$ cat src/rtl/mult_div.sv
// Sequential signed 32x32 multiplier (radix-2 Booth) and optional restoring divider.
// Define MULT_DIV_DIVIDER_EN to build in the divider; without it start_div is a no-op.
module mult_div (
    input  logic        clock,
    input  logic        reset,
    input  logic        start_mult,
    input  logic        start_div,
    input  logic [31:0] A,
    input  logic [31:0] B,
    output logic [31:0] HI,
    output logic [31:0] LO,
    output logic        busy,
    output logic        done,
    output logic        div_zero
);

`ifdef MULT_DIV_DIVIDER_EN
    typedef enum logic [1:0] {IDLE, MULT, DIV, DONE} state_t;
`else
    typedef enum logic [1:0] {IDLE, MULT, DONE} state_t;
`endif

    state_t      state, next_state;
    logic [5:0]  count;
    logic [31:0] mcand;
    logic [33:0] acc;
    logic [31:0] q;
    logic        q_m1;
    logic        last_step;

    logic [33:0] mcand_ext;
    logic [33:0] booth_sum;
    logic [33:0] booth_acc;
    logic [31:0] booth_q;

    assign last_step = (count == 6'd31);
    assign mcand_ext = {{2{mcand[31]}}, mcand};

    // Accumulator carries two guard bits so subtracting -2^31 cannot overflow.
    always_comb begin
        booth_sum = acc;
        case ({q[0], q_m1})
            2'b01:   booth_sum = acc + mcand_ext;
            2'b10:   booth_sum = acc - mcand_ext;
            default: booth_sum = acc;
        endcase
        booth_acc = {booth_sum[33], booth_sum[33:1]};
        booth_q   = {booth_sum[0], q[31:1]};
    end

`ifdef MULT_DIV_DIVIDER_EN
    logic        quo_neg;
    logic        rem_neg;
    logic        dz_flag;
    logic [31:0] a_mag;
    logic [31:0] b_mag;
    logic [32:0] div_shift;
    logic [32:0] div_diff;
    logic        div_ge;
    logic [31:0] div_rem;
    logic [31:0] div_quo;
    logic [31:0] rem_final;
    logic [31:0] quo_final;

    assign a_mag = A[31] ? (~A + 32'd1) : A;
    assign b_mag = B[31] ? (~B + 32'd1) : B;

    // Divide reuses acc[31:0] as remainder, q as dividend/quotient, mcand as |divisor|.
    always_comb begin
        div_shift = {acc[31:0], q[31]};
        div_diff  = div_shift - {1'b0, mcand};
        div_ge    = ~div_diff[32];
        div_rem   = div_ge ? div_diff[31:0] : div_shift[31:0];
        div_quo   = {q[30:0], div_ge};
        rem_final = rem_neg ? (~div_rem + 32'd1) : div_rem;
        quo_final = quo_neg ? (~div_quo + 32'd1) : div_quo;
    end

    assign div_zero = done & dz_flag;
`else
    assign div_zero = 1'b0;
`endif

    always_ff @(posedge clock) begin
        if (reset) begin
            state <= IDLE;
        end else begin
            state <= next_state;
        end
    end

    always_comb begin
        next_state = state;
        case (state)
            IDLE: begin
                if (start_mult) begin
                    next_state = MULT;
                end
`ifdef MULT_DIV_DIVIDER_EN
                else if (start_div) begin
                    next_state = DIV;
                end
`endif
            end
            MULT: begin
                if (last_step) begin
                    next_state = DONE;
                end
            end
`ifdef MULT_DIV_DIVIDER_EN
            DIV: begin
                if (dz_flag || last_step) begin
                    next_state = DONE;
                end
            end
`endif
            DONE:    next_state = IDLE;
            default: next_state = IDLE;
        endcase
    end

    assign busy = (state != IDLE);
    assign done = (state == DONE);

    always_ff @(posedge clock) begin
        if (reset) begin
            HI    <= 32'd0;
            LO    <= 32'd0;
            count <= 6'd0;
            mcand <= 32'd0;
            acc   <= 34'd0;
            q     <= 32'd0;
            q_m1  <= 1'b0;
`ifdef MULT_DIV_DIVIDER_EN
            quo_neg <= 1'b0;
            rem_neg <= 1'b0;
            dz_flag <= 1'b0;
`endif
        end else begin
            case (state)
                IDLE: begin
                    if (start_mult) begin
                        mcand <= A;
                        q     <= B;
                        acc   <= 34'd0;
                        q_m1  <= 1'b0;
                        count <= 6'd0;
`ifdef MULT_DIV_DIVIDER_EN
                        dz_flag <= 1'b0;
`endif
                    end
`ifdef MULT_DIV_DIVIDER_EN
                    else if (start_div) begin
                        mcand   <= b_mag;
                        q       <= a_mag;
                        acc     <= 34'd0;
                        q_m1    <= 1'b0;
                        count   <= 6'd0;
                        quo_neg <= A[31] ^ B[31];
                        rem_neg <= A[31];
                        dz_flag <= (B == 32'd0);
                    end
`endif
                end
                MULT: begin
                    acc   <= booth_acc;
                    q     <= booth_q;
                    q_m1  <= q[0];
                    count <= count + 6'd1;
                    if (last_step) begin
                        HI <= booth_acc[31:0];
                        LO <= booth_q;
                    end
                end
`ifdef MULT_DIV_DIVIDER_EN
                DIV: begin
                    if (!dz_flag) begin
                        acc   <= {2'b00, div_rem};
                        q     <= div_quo;
                        count <= count + 6'd1;
                        if (last_step) begin
                            HI <= rem_final;
                            LO <= quo_final;
                        end
                    end
                end
`endif
                default: begin
                end
            endcase
        end
    end

endmodule
$ cat config.mk
export PLATFORM = sky130hd
export DESIGN_NAME = mult_div
export DESIGN_NICKNAME = d
export VERILOG_FILES = /design/src/rtl/mult_div.sv
export SDC_FILE = /design/constraint.sdc
export NUM_CORES = 1
export LEC_CHECK = 0
export ABC_AREA = 1
export ABC_CLOCK_PERIOD_IN_PS = 5600
export BUFFER_PORTS_ARGS = -buffer_cell sky130_fd_sc_hd__buf_2
export CAP_MARGIN = 5
export CORE_ASPECT_RATIO = 0.75
export CORE_MARGIN = 5
export CORE_UTILIZATION = 30
export CTS_CLUSTER_SIZE = 30
export DETAILED_ROUTE_END_ITERATION = 7
export GPL_ROUTABILITY_DRIVEN = 0
export PLACE_DENSITY_LB_ADDON = 0.3
export SYNTH_ARGS = -nofsm -noshare
export SYNTH_HDL_FRONTEND = slang
export SYNTH_SLANG_ARGS = --single-unit
$ cat constraint.sdc
create_clock -name clock -period 5.6 [get_ports clock]
set_clock_uncertainty 0.05 [all_clocks]
set_input_delay 0 -clock clock [delete_from_list [all_inputs] [get_ports clock]]
set_output_delay 0 -clock clock [all_outputs]
set_load 0.03 [all_outputs]
==> flow_summary_export.csv <==
group,metric,value,unit
outcome,status,"finished clean",
timing,timing.final.max_slew_violations,0,
clocking,clockRootBuffer,"clkbuf_16",
yosys,synth-edff-count,0,
global_routing,grt_overflow_total,0,
floorplanning,dieArea,37100,um^2
clocking,clk_latency,450,ps
timing,maxSlewHeadroom,34.1,%
yosys,async_flop_share,0,%
global_routing,grt_start_max_net_pins,85,
setup_path,r2r-end,"HI[27]",
yosys,synth_seq_cells,170,
clocking,post_cts_resize_count,0,
clocking,clkTransAtPathRegs,80,ps
yosys,postSynthCellCount,1536,
clocking,cts_tree,"done",
placed_design,post-place-ws,1940,ps
clocking,clockBufferDepth,2,
yosys,synth_compound_area_share,16.2,%
setup_path,worstRegToRegCells,25,
placed_design,io_buffers,132,
timing,layout_min_cycle_time,3760,ps
hold_path,min_path_type,"primary input to register",
detailed_routing,remaining_drc_errors,0,
yosys,netlist_area,9990,um^2
setup_path,worstSetupPathType,"register to register",
pwr,power_leakage,0.00599,uW
timing,hold_viol_final,0,
setup_path,max_stage_delay,350,ps
detailed_routing,drtPass1Iterations,5,
yosys,syn_area_per_cell,6.51,um^2
yosys,muxShareOfSynthArea,0,%
global_routing,grt_pass1_vias,9538,
placed_design,dp_hpwl,22800,um
floorplanning,dieHeight,168,um
setup_path,crit_buf_inv,4,
detailed_routing,initialDrtViolationCount,768,
yosys,syn_nets,1641,
yosys,ys_dominant_reg_cell,"dfxtp_1",
yosys,yosysSeqAreaShare,34.1,%
floorplanning,core-area,32700,um^2
detailed_routing,vias,10100,
timing,rsz0062_at_grt,"false",
setup_path,r2r_start,"mcand[0]",
global_routing,grt_antenna_before_repair,0,
clocking,cts_hold_buf,64,
cells_and_area,final_cells,2147,
timing,period_share,67.2,%
yosys,synth_top_family_by_area,"simple AND/OR/NAND/NOR gates",
setup_path,cp_max_fo,5,
cells_and_area,fill_cells,3595,
floorplanning,rows,57,
clocking,postCtsSetupRepairBufs,0,
timing,worst_slew_pin_slew,986,ps
cells_and_area,drive_gt1_share,13.1,%
hold_path,min_path_cells,5,
global_routing,grt_use_total,16.8,%
timing,fmax,266,MHz
setup_path,end_kind,"register",
detailed_routing,wl_per_cell,14.7,um
floorplanning,initial_core_util,30.6,%
detailed_routing,detail_route.wirelength,31500,um
floorplanning,ioPinCount,135,
detailed_routing,viasPerCell,4.71,
yosys,synth-simple-area-share,29.2,%
timing,setup_violations,0,
setup_path,cp_slowest_cell,"ha_1",
floorplanning,die_w,221,um
hold_path,min_from,"start_mult",
setup_path,crit_family,"simple AND/OR/NAND/NOR gates",
timing,finalSetupTns,0,ps
yosys,synth_fa_ha_area_share,4.71,%
detailed_routing,ant_nets,0,
setup_path,rrSetupSlack,1840,ps
yosys,synth_xor_area_share,3.68,%
placed_design,dpl.cell_count,2051,
setup_path,cp.required,5910,ps
timing,timing.final.ws_setup,1840,ps
cells_and_area,final_nets,1797,
run,maxCapViolCount,0,
global_routing,grt_first_pass_wirelength,49900,um
setup_path,cp.arrival,4070,ps
yosys,yosys_warnings,0,
clocking,h-tree-depth,4,
clocking,cts_buffers,17,
pwr,p_per_area,274,nW/um^2
cells_and_area,syn2layout_area_growth,22.6,%
setup_path,cp_common_cell,"nand2_1",
yosys,synth_cell_types,42,
setup_path,startpoint_type,"register",
pwr,ir_drop,0.204,mV
cells_and_area,insertedDiodeCount,0,
clocking,cts_sinks,170,
hold_path,hold_end,"mcand[6]",
final cells by class:
type                    count  area [um^2]  share of cell area, %
clock buffers              18          439                   3.59
repair buffers            203         1370                   11.2
well taps                 442          553                   4.51
multi-input cells        1051         5380                   43.9
flip-flops and latches    170         3400                   27.8
inverters                 249          936                   7.64
clock inverters            14          171                   1.40
cells in the mapped netlist, drive strengths merged (3+ instances only):
cell type | n | area, um^2
inv | 249 | 935
nor3 | 12 | 65.1
o221ai | 32 | 280
nand2 | 413 | 1560
o31ai | 3 | 22.5
clkbuf | 44 | 165
nand3 | 127 | 636
o21ai | 97 | 531
xnor2 | 15 | 131
dfxtp | 170 | 3400
buf | 22 | 120
o22ai | 4 | 25.0
ha | 36 | 450
o21bai | 4 | 30.0
nor2 | 113 | 442
nor4 | 4 | 25.0
a21oi | 108 | 544
xor2 | 27 | 236
o21a | 13 | 97.6
or2 | 26 | 163
a221oi | 3 | 26.3
cell usage in the layout (no fill, tap or decap), types with 5 or more instances in the layout:
master,count
dfxtp_1,170
o21ai_0,67
o21ai_1,18
ha_1,36
nand3_1,127
o221ai_1,32
clkbuf_16,17
o21a_1,13
nor3_1,11
buf_2,132
xnor2_1,15
or2_2,26
xor2_1,27
inv_1,242
inv_2,6
inv_6,5
nand2_1,411
nor2_1,109
a21oi_1,107
dlygate4sd3_1,64
buf_4,6
o21ai_2,12
routing by layer:
metal / track usage (%) / vias up / share of wire, %
li1: - / 5220 / -
met1: 24.6 / 4605 / 50
met2: 25.2 / 255 / 43
met3: 3.38 / 38 / 5.6
met4: 4.42 / 0 / 1.7
met5: 0 / - / 0
power breakdown:
group / leakage (uW) / internal, uW / switching (uW)
logic: 0.00432 / 286 / 518
clock network: 0.000293 / 651 / 583
registers: 0.00139 / 1270 / 47.0
tightest hold or removal path, stage by stage:
cell and delay, ps:
buf_2 100, nand2_2 70, inv_2 160, nor2_1 130
nor2_1 50
per-stage QoR:
| step | utilization (%) | hold WS, ps | total power (uW) | area, um^2 |
|---|---|---|---|---|
| 2_1_floorplan | - | 117 | 1890 | 9990 |
| 3_3_place_gp | 33.7 | 209 | 2090 | 11000 |
| 3_5_place_dp | 33.7 | 214 | 2100 | 11000 |
| 4_1_cts | 37.5 | 31.4 | 3380 | 12200 |
| 5_1_grt | 37.5 | 85.4 | 3540 | 12200 |
| 6_report | 37.5 | 47.5 | 3350 | 12200 |
state kept, by name, indices dropped and copies added (netlist names):
register,count
state,2
q,32
q_m1,1
count,6
HI,32
LO,32
acc,33
mcand,32
cell families after synthesis:
kind of cell,Yosys count
flip-flops,170
other,1
buffers and inverters,315
AO/OA/AOI/OAI,272
adder cells (fa/ha/maj),37
AND/OR/NAND/NOR,699
XOR/XNOR,42
how the worst max path moves through the flow:
stage	start	slack, ps	endpoint	depth (start not counted)
after floorplan	q_m1	2680	acc[7]	19
final	mcand[0]	1840	HI[27]	25
after global placement	q[0]	1930	HI[28]	24
after detailed placement	q[0]	1940	HI[28]	22
after CTS	mcand[0]	1890	HI[27]	25
after global routing	mcand[0]	1420	HI[28]	23
Note: power is estimated with default switching activity, not from simulation.
